<file path="src/rtl/ls_unit_pkg.sv">
// Shared LSU types: opcode encoding, ROB tag, memory-controller sizes, FSM states.
package ls_unit_pkg;

    localparam int unsigned OPENUM_W = 3;
    localparam int unsigned ROB_ID_W = 4;

    // Loads occupy the low codes, stores the high ones: op >= OPENUM_SB means store.
    typedef enum logic [OPENUM_W-1:0] {
        OPENUM_LB  = 3'd0,
        OPENUM_LH  = 3'd1,
        OPENUM_LW  = 3'd2,
        OPENUM_LBU = 3'd3,
        OPENUM_LHU = 3'd4,
        OPENUM_SB  = 3'd5,
        OPENUM_SH  = 3'd6,
        OPENUM_SW  = 3'd7
    } openum_e;

    typedef logic [ROB_ID_W-1:0] rob_id_t;
    localparam rob_id_t ZERO_ROB = '0;

    localparam logic [1:0] MC_SIZE_BYTE = 2'd0;
    localparam logic [1:0] MC_SIZE_HALF = 2'd1;
    localparam logic [1:0] MC_SIZE_WORD = 2'd2;

    typedef enum logic [1:0] {
        ST_IDLE  = 2'd0,
        ST_MEM   = 2'd1,
        ST_DRAIN = 2'd2
    } ls_state_e;

    function automatic logic op_is_store(openum_e op);
        return op >= OPENUM_SB;
    endfunction

    function automatic logic [1:0] op_mc_size(openum_e op);
        case (op)
            OPENUM_LB, OPENUM_LBU, OPENUM_SB: return MC_SIZE_BYTE;
            OPENUM_LH, OPENUM_LHU, OPENUM_SH: return MC_SIZE_HALF;
            default:                          return MC_SIZE_WORD;
        endcase
    endfunction

endpackage

</file>
<file path="src/rtl/ls_unit_if.sv">
// LSU bus bundle: LS-buffer request/busy, memory-controller request/response, CDB broadcast.
interface ls_unit_if #(
    parameter int unsigned ADDR_W = 32,
    parameter int unsigned DATA_W = 32
) ();

    logic                    enable_signal_from_lsb;
    ls_unit_pkg::openum_e    openum_from_lsb;
    logic [ADDR_W-1:0]       mem_address_from_lsb;
    logic [DATA_W-1:0]       stored_data_from_lsb;
    ls_unit_pkg::rob_id_t    rob_id_from_lsb;
    logic                    busy_signal_to_lsb;

    logic                    mc_req_valid;
    logic                    mc_we;
    logic [ADDR_W-1:0]       mc_addr;
    logic [1:0]              mc_size;
    logic [DATA_W-1:0]       mc_wdata;
    logic                    mc_done;
    logic [DATA_W-1:0]       mc_rdata;

    logic                    valid_signal_to_cdb;
    ls_unit_pkg::rob_id_t    rob_id_to_cdb;
    logic [DATA_W-1:0]       result_to_cdb;

    // LSU side
    modport slave (
        input  enable_signal_from_lsb, openum_from_lsb, mem_address_from_lsb,
               stored_data_from_lsb, rob_id_from_lsb, mc_done, mc_rdata,
        output busy_signal_to_lsb, mc_req_valid, mc_we, mc_addr, mc_size, mc_wdata,
               valid_signal_to_cdb, rob_id_to_cdb, result_to_cdb
    );

    // Environment side: LS buffer, memory controller and CDB listeners
    modport master (
        output enable_signal_from_lsb, openum_from_lsb, mem_address_from_lsb,
               stored_data_from_lsb, rob_id_from_lsb, mc_done, mc_rdata,
        input  busy_signal_to_lsb, mc_req_valid, mc_we, mc_addr, mc_size, mc_wdata,
               valid_signal_to_cdb, rob_id_to_cdb, result_to_cdb
    );

endinterface

</file>
<file path="src/rtl/ls_unit_load_extender.sv">
// Combinational load-result extension from opcode and zero-padded raw memory data.
module load_extender
    import ls_unit_pkg::*;
#(
    parameter int unsigned DATA_W = 32
) (
    input  openum_e           op_i,
    input  logic [DATA_W-1:0] raw_i,
    output logic [DATA_W-1:0] result_o
);

    // Select sign/zero extension by load width
    always_comb begin
        result_o = raw_i;
        case (op_i)
            OPENUM_LB:  result_o = {{(DATA_W-8){raw_i[7]}}, raw_i[7:0]};
            OPENUM_LH:  result_o = {{(DATA_W-16){raw_i[15]}}, raw_i[15:0]};
            OPENUM_LBU: result_o = {{(DATA_W-8){1'b0}}, raw_i[7:0]};
            OPENUM_LHU: result_o = {{(DATA_W-16){1'b0}}, raw_i[15:0]};
            default:    result_o = raw_i;
        endcase
    end

endmodule

</file>
<file path="src/rtl/ls_unit.sv">
// Load/store unit: one request at a time from the LS buffer, executed on the memory
// controller; load results are extended and broadcast on the CDB for one cycle.
module ls_unit
    import ls_unit_pkg::*;
#(
    parameter int unsigned ADDR_W = 32,
    parameter int unsigned DATA_W = 32
) (
    input  logic       clk,
    input  logic       rst_n,
    input  logic       rdy,
    input  logic       misbranch_flag,
    ls_unit_if.slave   bus
);

    ls_state_e         state_q;
    openum_e           op_q;
    rob_id_t           rob_q;
    logic              mc_req_valid_q;
    logic              mc_we_q;
    logic [ADDR_W-1:0] mc_addr_q;
    logic [1:0]        mc_size_q;
    logic [DATA_W-1:0] mc_wdata_q;
    logic              cdb_valid_q;
    rob_id_t           cdb_rob_q;
    logic [DATA_W-1:0] cdb_result_q;
    logic [DATA_W-1:0] ext_result;

    load_extender #(.DATA_W(DATA_W)) u_ext (
        .op_i     (op_q),
        .raw_i    (bus.mc_rdata),
        .result_o (ext_result)
    );

    // Combinational so the acceptance cycle already reports busy
    assign bus.busy_signal_to_lsb = (state_q != ST_IDLE) || bus.enable_signal_from_lsb;

    assign bus.mc_req_valid        = mc_req_valid_q;
    assign bus.mc_we               = mc_we_q;
    assign bus.mc_addr             = mc_addr_q;
    assign bus.mc_size             = mc_size_q;
    assign bus.mc_wdata            = mc_wdata_q;
    assign bus.valid_signal_to_cdb = cdb_valid_q;
    assign bus.rob_id_to_cdb       = cdb_rob_q;
    assign bus.result_to_cdb       = cdb_result_q;

    // Request FSM with registered memory and CDB outputs; DRAIN marks a squashed load
    always_ff @(posedge clk or negedge rst_n) begin
        if (!rst_n) begin
            state_q        <= ST_IDLE;
            op_q           <= OPENUM_LB;
            rob_q          <= ZERO_ROB;
            mc_req_valid_q <= 1'b0;
            mc_we_q        <= 1'b0;
            mc_addr_q      <= '0;
            mc_size_q      <= MC_SIZE_BYTE;
            mc_wdata_q     <= '0;
            cdb_valid_q    <= 1'b0;
            cdb_rob_q      <= ZERO_ROB;
            cdb_result_q   <= '0;
        end else if (rdy) begin
            cdb_valid_q <= 1'b0;
            case (state_q)
                ST_IDLE: begin
                    if (bus.enable_signal_from_lsb && !misbranch_flag) begin
                        op_q           <= bus.openum_from_lsb;
                        rob_q          <= bus.rob_id_from_lsb;
                        mc_req_valid_q <= 1'b1;
                        mc_we_q        <= op_is_store(bus.openum_from_lsb);
                        mc_addr_q      <= bus.mem_address_from_lsb;
                        mc_size_q      <= op_mc_size(bus.openum_from_lsb);
                        mc_wdata_q     <= bus.stored_data_from_lsb;
                        state_q        <= ST_MEM;
                    end
                end
                ST_MEM: begin
                    if (bus.mc_done) begin
                        mc_req_valid_q <= 1'b0;
                        state_q        <= ST_IDLE;
                        if (!op_is_store(op_q) && !misbranch_flag) begin
                            cdb_valid_q  <= 1'b1;
                            cdb_rob_q    <= rob_q;
                            cdb_result_q <= ext_result;
                        end
                    end else if (misbranch_flag && !op_is_store(op_q)) begin
                        state_q <= ST_DRAIN;
                    end
                end
                ST_DRAIN: begin
                    if (bus.mc_done) begin
                        mc_req_valid_q <= 1'b0;
                        state_q        <= ST_IDLE;
                    end
                end
                default: state_q <= ST_IDLE;
            endcase
        end
    end

endmodule
</file>
<file path="src/flat_wrapper.sv">
// flat-port wrapper written by rule: the top's interface ports become plain ports
module ls_unit_flat import ls_unit_pkg::*;
#(
    parameter int unsigned ADDR_W = 32,
    parameter int unsigned DATA_W = 32
)
  (clk, rst_n, rdy, misbranch_flag, bus_enable_signal_from_lsb, bus_openum_from_lsb, bus_mem_address_from_lsb, bus_stored_data_from_lsb, bus_rob_id_from_lsb, bus_mc_done, bus_mc_rdata, bus_busy_signal_to_lsb, bus_mc_req_valid, bus_mc_we, bus_mc_addr, bus_mc_size, bus_mc_wdata, bus_valid_signal_to_cdb, bus_rob_id_to_cdb, bus_result_to_cdb);
  ls_unit_if #(.ADDR_W(ADDR_W), .DATA_W(DATA_W)) bus_i ();
  input  logic clk;
  input  logic rst_n;
  input  logic rdy;
  input  logic misbranch_flag;
  input wire logic [$bits(bus_i.enable_signal_from_lsb)-1:0] bus_enable_signal_from_lsb;
  input wire logic [$bits(bus_i.openum_from_lsb)-1:0] bus_openum_from_lsb;
  input wire logic [$bits(bus_i.mem_address_from_lsb)-1:0] bus_mem_address_from_lsb;
  input wire logic [$bits(bus_i.stored_data_from_lsb)-1:0] bus_stored_data_from_lsb;
  input wire logic [$bits(bus_i.rob_id_from_lsb)-1:0] bus_rob_id_from_lsb;
  input wire logic [$bits(bus_i.mc_done)-1:0] bus_mc_done;
  input wire logic [$bits(bus_i.mc_rdata)-1:0] bus_mc_rdata;
  output wire logic [$bits(bus_i.busy_signal_to_lsb)-1:0] bus_busy_signal_to_lsb;
  output wire logic [$bits(bus_i.mc_req_valid)-1:0] bus_mc_req_valid;
  output wire logic [$bits(bus_i.mc_we)-1:0] bus_mc_we;
  output wire logic [$bits(bus_i.mc_addr)-1:0] bus_mc_addr;
  output wire logic [$bits(bus_i.mc_size)-1:0] bus_mc_size;
  output wire logic [$bits(bus_i.mc_wdata)-1:0] bus_mc_wdata;
  output wire logic [$bits(bus_i.valid_signal_to_cdb)-1:0] bus_valid_signal_to_cdb;
  output wire logic [$bits(bus_i.rob_id_to_cdb)-1:0] bus_rob_id_to_cdb;
  output wire logic [$bits(bus_i.result_to_cdb)-1:0] bus_result_to_cdb;
  assign bus_i.enable_signal_from_lsb = bus_enable_signal_from_lsb;
  assign bus_i.openum_from_lsb = bus_openum_from_lsb;
  assign bus_i.mem_address_from_lsb = bus_mem_address_from_lsb;
  assign bus_i.stored_data_from_lsb = bus_stored_data_from_lsb;
  assign bus_i.rob_id_from_lsb = bus_rob_id_from_lsb;
  assign bus_i.mc_done = bus_mc_done;
  assign bus_i.mc_rdata = bus_mc_rdata;
  assign bus_busy_signal_to_lsb = bus_i.busy_signal_to_lsb;
  assign bus_mc_req_valid = bus_i.mc_req_valid;
  assign bus_mc_we = bus_i.mc_we;
  assign bus_mc_addr = bus_i.mc_addr;
  assign bus_mc_size = bus_i.mc_size;
  assign bus_mc_wdata = bus_i.mc_wdata;
  assign bus_valid_signal_to_cdb = bus_i.valid_signal_to_cdb;
  assign bus_rob_id_to_cdb = bus_i.rob_id_to_cdb;
  assign bus_result_to_cdb = bus_i.result_to_cdb;
  ls_unit #(.ADDR_W(ADDR_W), .DATA_W(DATA_W)) u_core (.clk(clk), .rst_n(rst_n), .rdy(rdy), .misbranch_flag(misbranch_flag), .bus(bus_i));
endmodule
</file>
<file path="config.mk">
export PLATFORM = sky130hd
export DESIGN_NAME = ls_unit_flat
export DESIGN_NICKNAME = d
export VERILOG_FILES = /design/src/rtl/ls_unit_pkg.sv /design/src/rtl/ls_unit_if.sv /design/src/rtl/ls_unit_load_extender.sv /design/src/rtl/ls_unit.sv /design/src/flat_wrapper.sv
export SDC_FILE = /design/constraint.sdc
export NUM_CORES = 1
export LEC_CHECK = 0
export ABC_AREA = 1
export BUFFER_PORTS_ARGS = -buffer_cell sky130_fd_sc_hd__buf_2
export CORE_MARGIN = 2
export CORE_UTILIZATION = 50
export DETAILED_ROUTE_END_ITERATION = 8
export PLACE_DENSITY = 0.84
export SYNTH_ARGS = -nofsm -noshare
export SYNTH_HDL_FRONTEND = slang
export SYNTH_SLANG_ARGS = --single-unit
</file>
<file path="constraint.sdc">
create_clock -name clk -period 2.7 [get_ports clk]
set_clock_uncertainty 0.2 [all_clocks]
set_input_delay 0.27 -clock clk [delete_from_list [all_inputs] [get_ports clk]]
set_output_delay 0.27 -clock clk [all_outputs]
set_load 0.01 [all_outputs]
</file>
==> results of run 1 <==
-- kinds of logic after synthesis --
group	count (synthesis)
AOI/OAI and AO/OA	15
xor gates and xnor gates	1
adders and majority gates	4
buffers and inverters	52
DFF	114
and+or+nand+nor	382
-- critical path, delay by kind of cell (launching register included) --
kind	cells	cell delay (ns)
buffers and inverters	2	0.63
AND/OR/NAND/NOR	3	0.50
adder cells (fa/ha/maj)	1	0.28
flip-flops	1	0.40
-- metal layers --
metal	share of wire	track usage	vias to the layer above	wire length, um
met5	0	0	-	0
met4	0.045	0.1861	0	805
met3	0.10	0.09041	69	1801
met2	0.49	0.5884	406	8728
met1	0.36	0.4103	2480	6373
li1	-	-	2380	-
-- power by group through the flow --
| stage | clock network, mW | logic [mW] | registers [mW] |
|---|---|---|---|
| 4_1_cts | 2.14 | 2.96 | 3.02 |
| 5_1_grt | 2.25 | 3.44 | 3.18 |
| 6_report | 2.14 | 3.15 | 3.12 |
| 3_3_place_gp | 0 | 2.70 | 2.99 |
| 3_5_place_dp | 0 | 2.81 | 3.01 |
| 2_1_floorplan | 0 | 1.20 | 3.37 |
-- final timing paths --
path / startpoint / end / depth (start not counted)
min in group clk: bus_enable_signal_from_lsb / u_core.bus.mc_wdata[31] / 5
worst max-delay path: u_core.state_q[0] / u_core.bus.mc_addr[1] / 6
worst min-delay path: rst_n / u_core.bus.mc_wdata[26] / 2
worst min register to register: u_core.bus.result_to_cdb[19] / u_core.bus.result_to_cdb[19] / 2
worst max register to register: u_core.state_q[0] / u_core.bus.mc_addr[1] / 6
max in group asynchronous: rst_n / u_core.bus.valid_signal_to_cdb / 3
-- final cells by class --
class	count	area, sq um
Clock buffer	19	441.7
Clock inverter	13	123.9
Fill cell	506	1675
Inverter	27	101.3
Multi-Input combinational cell	402	1645
Sequential cell	114	2853
Tap cell	111	138.9
Timing Repair Buffer	327	2217
-- placed cells by master, fill, tap and decap left out --
cell type and instances:
inv_1 25, clkbuf_8 3, inv_6 6, nor2_1 38, clkbuf_16 16, ha_1 4
nand3_1 37, clkinv_2 2, buf_4 4, dfrtp_1 114, clkinvlp_4 3, o21ai_1 3
buf_2 213, bufinv_16 1, dlygate4sd3_1 108, nand2_1 302, nand3_2 1, xor2_1 1
nand4_4 1, buf_12 2, inv_2 2, nand4_1 3, o21ai_0 12, clkinv_4 1
-- timing repair --
| item | CTS | global route |
|---|---|---|
| hold buffers | 108 | 0 |
| hold endpoints to repair | 223 | 0 |
| setup buffers | 0 | 0 |
-- flip-flops by register name, summed over array words and instances (netlist names) --
name,cells
u_core.bus.valid_signal_to_cdb,1
u_core.bus.rob_id_to_cdb,4
u_core.bus.mc_size,2
u_core.bus.mc_we,1
u_core.bus.mc_req_valid,1
u_core.bus.result_to_cdb,32
u_core.state_q,2
u_core.bus.mc_addr,32
u_core.op_q,3
u_core.bus.mc_wdata,32
u_core.rob_q,4
-- per-stage QoR --
stage	cells	power [mW]	setup WS, ns
final	1013	8.404	0.5724
after global routing	1013	8.871	0.4789
after CTS	1013	8.112	0.6584
after detailed placement	873	5.819	0.6993
after global placement	873	5.695	0.7766
after floorplan	568	4.563	1.085
==> run metrics, run 1 <==
# clock sinks 114; DIE WIDTH roughly 100 um; Hold WC Path Type in -> async; Post-Synthesis Cells 568; wire length per cell 17.48 um; die span in y slightly above 100 um; CTS tree done; Synth top cells by count nand2_1, dfrtp_1, nor2_1, nand3_1, inv_1; Psw between 3 and 4 mW; clk_lat worst skew approximately 0.51 ns; pwr/cell area about 1100 nW/um^2; status complete, no violations; number of remaining DRC errors 0; Post-synth ARST share 1.000; Data arrival, critical path approximately 2.4 ns; Slew headroom 0.5332; post-synth top area cell dfrtp_1; core area ~9200 sq um; syn nets between 600 and 700; via-per-instance ratio ~5.3; CTS buffer count 17; Total Wirelength 17710 um; crit path capture type flop; Worst VDD drop ~610 uV; number of synthesized flops with an enable pin 0; RSZ-0062 raised after global routing no; nets 1002; Slew Viols, Final 0; sequential fraction of the synthesis area 0.6043; sequential share of power 0.371; Logic pwr share 0.375; I/O pin total 215; fraction of synthesized area in multiplexers 0; overall die area around 10000 sq um; Setup CP Type reg -> reg; grt total ovfl 0; top cell type's share of synthesized area 0.6043; CP peak stage delay 0.55 ns; Yosys cell types 16; Final Util 0.8178; Reg2Reg Setup Slack between 0.5 and 0.6 ns; crit path cell chain inv_1 > ha_1 > nand4_4 > buf_4 > nand2_1 > nand2_1; Reg clk slew, reported paths ~0.060 ns; post-synthesis adder-cell area fraction 0.01060; Syn-to-layout area delta 59.32%; final hold slack around 0.077 ns; Placer Congestion approximately 0.83; Iter 0 DRT Violations roughly 350; synthesized cell area between 4000 and 5000 sq um; Vias between 5000 and 6000; top cells by area, synth dfrtp_1, nand2_1, nand3_1, nor2_1, inv_1; post-CTS sizing 0; number of synthesized register bits between 100 and 150; Final Instance Area around 7500 sq um; vias in the first global route ~5400; largest net degree at the start of global routing 71; Final Hold Fails 0; placed cell area just under 6000 sq um; critical path required time slightly below 3 ns; # diodes 0; row count 35; initial cell density of the core 0.5133; layout cell share with drive strength beyond 1 0.2827; simple-gate portion of the synthesized area 0.3183; initial antenna violation count 0; minimum clock period around 2.1 ns; I/O Buffers between 200 and 250; Worst Tran Pin Value around 0.7 ns; H-tree levels 4; syn avg cell area around 8.3 sq um; xor and xnor area share after synthesis 0.001855; Int Power between 5 and 6 mW; first-pass GRT wire length between 20000 and 30000 um; CP most frequent cell nand2_1; gr usage total 0.3488; CP max FO 70; post-route ant nets 0; max-cap violations 0; Root Driver clkbuf_8; Worst path slowest cell buf_4; YS warnings 0; largest family of logic cells by synthesized area simple AND/OR/NAND/NOR gates; Final period util 0.7880; Compound-Gate Fraction of Synth Area 0.01590; clock power share 0.254; Setup Viol. Count Final 0; most frequent cell after synthesis nand2_1; Sw Share 0.3974; Max Freq approximately 0.47 GHz; Synth Flop Type dfrtp_1; Pleak ~4.3 nW; setup TNS 0 ns; clock buffer depth 2; HPWL Detailed just under 9000 um; CP Launch Type flop; DRT Pass-1 Iters 6
Note: power is estimated with default switching activity, not from simulation.
==> inputs of run 2 (changes only) <==
ABC_AREA = 0   (was 1)
CORE_UTILIZATION = 46   (was 50)
PLACE_DENSITY = 0.79   (was 0.84)
clock period = 1.96 ns   (was 2.7 ns; I/O delays follow)
==> run 2 against run 1 <==
Net effect: global-route usage fell by 8.1 points; total power rose by 35%; hold slack got worse by 0.053 ns; routed wire length fell by 20%; via count fell by 26%; sequential power rose by 34%; synthesized cell count fell by 42%.
==> run metrics, run 2 <==
Max Freq 0.5214 GHz (+11%); synthesized cell area 4572 sq um (-3.2%); Synth top cells by count dfrtp_1, mux2_2, nand2_1, nor2_1, a31oi_1; fin worst setup slack 0.04220 ns (-0.5302 ns); largest net degree at the start of global routing 43 (-39%); Total Power 11.37 mW (+35%); crit path capture type flop; Setup CP Type reg -> reg; Final Instance Area 7571 sq um (+0.67%); top cells by area, synth dfrtp_1, mux2_2, mux2_4, nand2_1, a31oi_1; critical path required time 2.15 ns (-0.79 ns); Crit path buffers/inverters 2 (unchanged); Placer Congestion 0.8086 (-2.7%); CTS buffer count 17 (unchanged); layout cell share with drive strength beyond 1 0.5147 (+0.2320); first-pass GRT wire length 22400 um (-17%); grt total ovfl 0 (unchanged); vias in the first global route 4324 (-20%); Hold WC Path Type in -> async; Synth Flop Type dfrtp_1; CP peak stage delay 0.42 ns (-0.13 ns); number of remaining DRC errors 0 (unchanged); clock buffer depth 2 (unchanged); RSZ-0062 raised after global routing yes; syn nets 443 (-35%); Root Driver clkbuf_8; Final Hold Fails 0 (unchanged); post-route ant nets 0 (unchanged); Data arrival, critical path 2.11 ns (-0.25 ns); minimum clock period 1.918 ns (-0.2098 ns); Reg clk slew, reported paths 0.06 ns (about the same); Final period util 0.9785 (+0.1905); I/O Buffers 214 (unchanged); wire length per cell 17.47 um (about the same); most common cell after layout, fill and taps aside buf_2; Slew Viols, Final 0 (unchanged); most frequent cell after synthesis dfrtp_1; Pleak 3.739 nW (-13%); Place WS 0.06248 ns (-0.6369 ns); post-synth top area cell dfrtp_1; # clock sinks 114 (unchanged); DRT Pass-1 Iters 6 (unchanged); I/O pin total 215 (unchanged); syn avg cell area 13.85 sq um (+67%); crit path cell chain inv_1 > ha_2 > and4_4 > buf_12 > mux2_4; CP max FO 11 (-84%); number of synthesized register bits 114 (unchanged); clk_lat worst skew 0.51 ns (about the same); H-tree levels 4 (unchanged); CTS tree done; pwr/cell area 1502 nW/um^2 (+34%); overall die area 10750 sq um (+5.1%); Worst Tran Pin Value 0.5747 ns (-0.1255 ns); Final Util 0.7782 (-0.03966); Slew headroom 0.6169 (+0.08366); core area 9729 sq um (+5.8%); top cell type's share of synthesized area 0.6240 (+0.01968); family with the most delay on the worst path flip-flops; placed cell area 5842 sq um (-0.55%); YS warnings 0 (unchanged); Setup Viol. Count Final 0 (unchanged); Worst VDD drop 975.7 uV (+60%); HPWL Detailed 7805 um (-13%); initial antenna violation count 1 (+1); row count 36 (+2.9%); Iter 0 DRT Violations 137 (-61%); Post-Synthesis Cells 330 (-42%); status complete, no violations; initial cell density of the core 0.4699 (-0.04343); Vias 3958 (-26%); via-per-instance ratio 4.862 (-7.7%); Yosys cell types 28 (+12); Total Wirelength 14220 um (-20%); Post-synth ARST share 1.000 (unchanged); sequential fraction of the synthesis area 0.6240 (+0.01968); max-cap violations 0 (unchanged); gr usage total 0.2682 (-0.08061); commonest cells after routing, fill and taps aside buf_2, dfrtp_1, dlygate4sd3_1, mux2_2, nand2_1; CP Launch Type flop; DIE WIDTH 103.7 um (+2.5%); number of synthesized flops with an enable pin 0 (unchanged); Syn-to-layout area delta 65.60%; Worst path slowest cell dfrtp_1; die span in y 103.7 um (+2.5%); nets 781 (-22%)
run 2: cell count changes in the layout (fill, tap and decap cells not counted), moves of 4 or more:
| cell | previous run | this run |
|---|---|---|
| nand2_1 | 302 | 29 |
| mux2_2 | 0 | 77 |
| nand3_1 | 37 | 0 |
| inv_1 | 25 | 4 |
| a31oi_1 | 0 | 17 |
| nor2_1 | 38 | 25 |
| a21oi_1 | 0 | 10 |
| mux2_4 | 0 | 8 |
| o21ai_0 | 12 | 4 |
| inv_6 | 6 | 0 |
| nand2b_1 | 0 | 5 |
| buf_12 | 2 | 6 |
| buf_4 | 4 | 8 |
run 2: per-stage QoR:
step	instances	hold slack, ns	setup TNS, ns
after floorplan	330	-0.2996	0
after detailed placement	671	0.01913	0
final	814	0.02395	0
after global placement	671	0.01393	0
after global routing	814	0.06834	-0.02879
after CTS	810	0.01934	0
run 2: final cells by class:
type | count | area, sq um
sequential | 114 | 2853
timing repair buffer | 335 | 2327
fill | 586 | 2158
multi-input combinational | 196 | 1615
clock buffer | 21 | 459.2
tap | 133 | 166.4
clock inverter | 10 | 132.6
inverter | 4 | 15.01
antenna | 1 | 2.502
run 2: power by group:
group          total (mW)  switching, mW  internal, mW  leakage, nW
clock network        3.05           1.03          2.02        0.286
logic                4.14           2.07          2.07         2.08
registers            4.18          0.656          3.53         1.37
total                11.4           3.75          7.62         3.74
run 2: path summary, 6_finish.rpt:
check	startpoint	endpoint	slack (ns)	cells past startpoint
worst max register to register	u_core.state_q[1]	u_core.bus.result_to_cdb[1]	0.04	5
max in group asynchronous	rst_n	u_core.bus.mc_addr[1]	0.92	3
min in group clk	bus_stored_data_from_lsb[25]	u_core.bus.mc_wdata[25]	0.25	3
worst min-delay path	rst_n	u_core.bus.mc_addr[12]	0.02	2
worst max-delay path	u_core.state_q[1]	u_core.bus.result_to_cdb[1]	0.04	5
worst min register to register	u_core.bus.mc_we	u_core.bus.mc_we	0.27	2
run 2: layer usage:
layer,vias to the layer above,share of wire,GRT usage,wire length [um]
met5,-,0,0,0
met4,0,0.025,0.1100,353
met3,28,0.051,0.07174,729
met2,150,0.54,0.4953,7676
met1,1951,0.38,0.2903,5464
li1,1829,-,-,-
run 2: logic make-up after synthesis:
kind of cell	share of synthesized area
adder cells (fa/ha/maj)	0.01095
AO/OA/AOI/OAI	0.05282
buffers and inverters	0.03010
AND/OR/NAND/NOR	0.06021
multiplexers	0.2181
XOR/XNOR	0.003832
flip-flops	0.6240
run 2: what timing repair did:
action	CTS	global route
setup endpoints to repair	0	83
hold buffers	108	0
setup buffers	0	2
resized for setup	0	4
hold endpoints to repair	223	0
==> inputs of run 3 (changes only) <==
MAX_ROUTING_LAYER = met4   (was default)
==> run 3 against run 2 <==
Net effect: setup slack lost 0.049 ns; final cell count unchanged; via count fell by 0.20%; the flow now finishes with violations (negative setup slack); flip-flop and latch count is the same; routed wire length is 0.80% higher; die area unchanged; cell area barely moved; utilization hardly changed; fmax fell by 2.5%; combinational power hardly changed; global-route usage up 0.75 points; sequential power hardly changed.
==> run metrics, run 3 (synthesis gave the netlist of run 2 again) <==
Root Driver clkbuf_8; layout cell share with drive strength beyond 1 0.5132 (-0.001471); via-per-instance ratio 4.853 (-0.20%); CP max FO 11 (unchanged); Setup Viol. Count Final 4 (+4); crit path cell chain inv_1 > ha_1 > and4_4 > buf_12 > mux2_4; most common cell after layout, fill and taps aside buf_2; Setup CP Type reg -> reg; CP Launch Type flop; Final period util 1.004 (+0.02508); initial cell density of the core 0.4699 (unchanged); vias in the first global route 4333 (+0.21%); Total Wirelength 14340 um (+0.80%); Psw 3.766 mW (+0.31%); gr usage total 0.2757 (+0.007494); DRT Pass-1 Iters 4 (-2); H-tree levels 4 (unchanged); minimum clock period 1.967 ns (+0.04915 ns); Max Freq 0.5084 GHz (-2.5%); row count 36 (unchanged); Final Hold Fails 0 (unchanged); crit path capture type flop; family with the most delay on the worst path flip-flops; total placed cells including tap cells 671 (unchanged); Crit. Startpoint u_core.state_q[1]; CP peak stage delay 0.43 ns (about the same); Syn-to-layout area delta 65.54% (about the same); wire length per cell 17.61 um (+0.80%); HPWL Detailed 7805 um (unchanged); Logic pwr share 0.365 (about the same); RSZ-0062 raised after global routing yes; core area 9729 sq um (unchanged); nets 781 (unchanged); pwr/cell area 1504 nW/um^2 (+0.11%); largest net degree at the start of global routing 43 (unchanged); Pleak 3.740 nW (about the same); clk_lat worst skew 0.51 ns (about the same); status finished, violations left; Sw Share 0.3308 (+0.0007464); fin worst setup slack -0.006953 ns (-0.04915 ns); CTS buffer count 17 (unchanged); I/O pin total 215 (unchanged); Crit path buffers/inverters 2 (unchanged); Slew headroom 0.6209 (+0.004086); initial antenna violation count 1 (unchanged); Slew Viols, Final 0 (unchanged); clock power share 0.268 (about the same); I/O Buffers 214 (unchanged); violated checks negative setup slack; Worst Tran Pin Value 0.5686 ns (-0.006129 ns); CTS tree done; first-pass GRT wire length 22340 um (-0.25%); Int Power 7.618 mW (about the same); grt total ovfl 0 (unchanged); sequential share of power 0.368 (about the same); Worst path slowest cell dfrtp_1; RR Startpoint u_core.state_q[1]; final hold slack 0.02455 ns (+0.0006029 ns); die span in y 103.7 um (unchanged); Iter 0 DRT Violations 172 (+26%); critical path required time 2.15 ns (about the same); overall die area 10750 sq um (unchanged); Reg2Reg Setup Slack -0.007 ns (-0.05 ns); Crit. path cell count 5 (unchanged); Worst R2R Path Depth 5 (unchanged); final cell count without fillers 814 (unchanged); # clock sinks 114 (unchanged); Hold WC Path Type in -> async; number of remaining DRC errors 0 (unchanged); clock buffer depth 2 (unchanged); post-route ant nets 0 (unchanged); Placer Congestion 0.8204 (+1.5%); commonest cells after routing, fill and taps aside buf_2, dfrtp_1, dlygate4sd3_1, mux2_2, nand2_1; Data arrival, critical path 2.16 ns (+0.05 ns); DIE WIDTH 103.7 um (unchanged); max-cap violations 0 (unchanged); Reg clk slew, reported paths 0.06 ns (about the same); Worst VDD drop 974.6 uV (-0.11%); Vias 3950 (-0.20%)
==> run 3: cell types whose count changed in the layout (fill, tap and decap cells not counted) <==
cell | before | now
ha_1 | 2 | 3
ha_2 | 1 | 0
==> run 3: timing repair <==
action,in CTS,in global routing
hold endpoints to repair,223,0
hold buffers,108,0
buffers inserted,0,2
setup endpoints to repair,0,83
resized for setup,0,3
==> run 3: worst paths after layout <==
| kind | end |
|---|---|
| worst max-delay path | u_core.bus.result_to_cdb[1] |
| worst min-delay path | u_core.bus.mc_addr[12] |
| worst max register to register | u_core.bus.result_to_cdb[1] |
| worst min register to register | u_core.bus.mc_we |
| max in group asynchronous | u_core.bus.mc_wdata[0] |
| min in group clk | u_core.bus.mc_wdata[25] |
==> run 3: final cells by class <==
cell class,instances,area (sq um)
Fill cell,585,2161
Tap cell,133,166.4
Clock inverter,10,132.6
Sequential cell,114,2853
Clock buffer,21,459.2
Antenna cell,1,2.502
Inverter,4,15.01
Timing Repair Buffer,335,2327
Multi-Input combinational cell,196,1613
==> run 3: power groups by stage <==
stage	sequential [mW]	clock (mW)	combinational (mW)
floorplan	4.66	0	1.61
finish	4.19	3.05	4.15
global route	4.32	3.20	4.47
detailed placement	4.15	0	3.82
CTS	4.13	3.08	4.01
global placement	4.08	0	3.70
==> run 3: routing by layer <==
layer / vias to the layer above / routed length (um) / share of wire / global-route usage
met4: 0 / 401 / 0.028 / 0.1158
met2: 167 / 7728 / 0.54 / 0.4939
met1: 1915 / 5431 / 0.38 / 0.2928
met3: 38 / 776 / 0.054 / 0.06419
li1: 1830 / - / - / -
met5: - / 0 / 0 / -
==> run 3: per-stage QoR <==
stage	util	TNS [ns]	total power, mW	setup slack [ns]	area, sq um
2_1_floorplan	-	0	6.265	0.1234	4572
3_3_place_gp	0.6004	0	7.779	0.1216	5842
6_report	0.7779	-0.01678	11.38	-0.006953	7569
3_5_place_dp	0.6004	0	7.968	0.06248	5842
4_1_cts	0.7724	0	11.22	0.01602	7515
5_1_grt	0.7779	-0.1674	11.99	-0.03465	7569
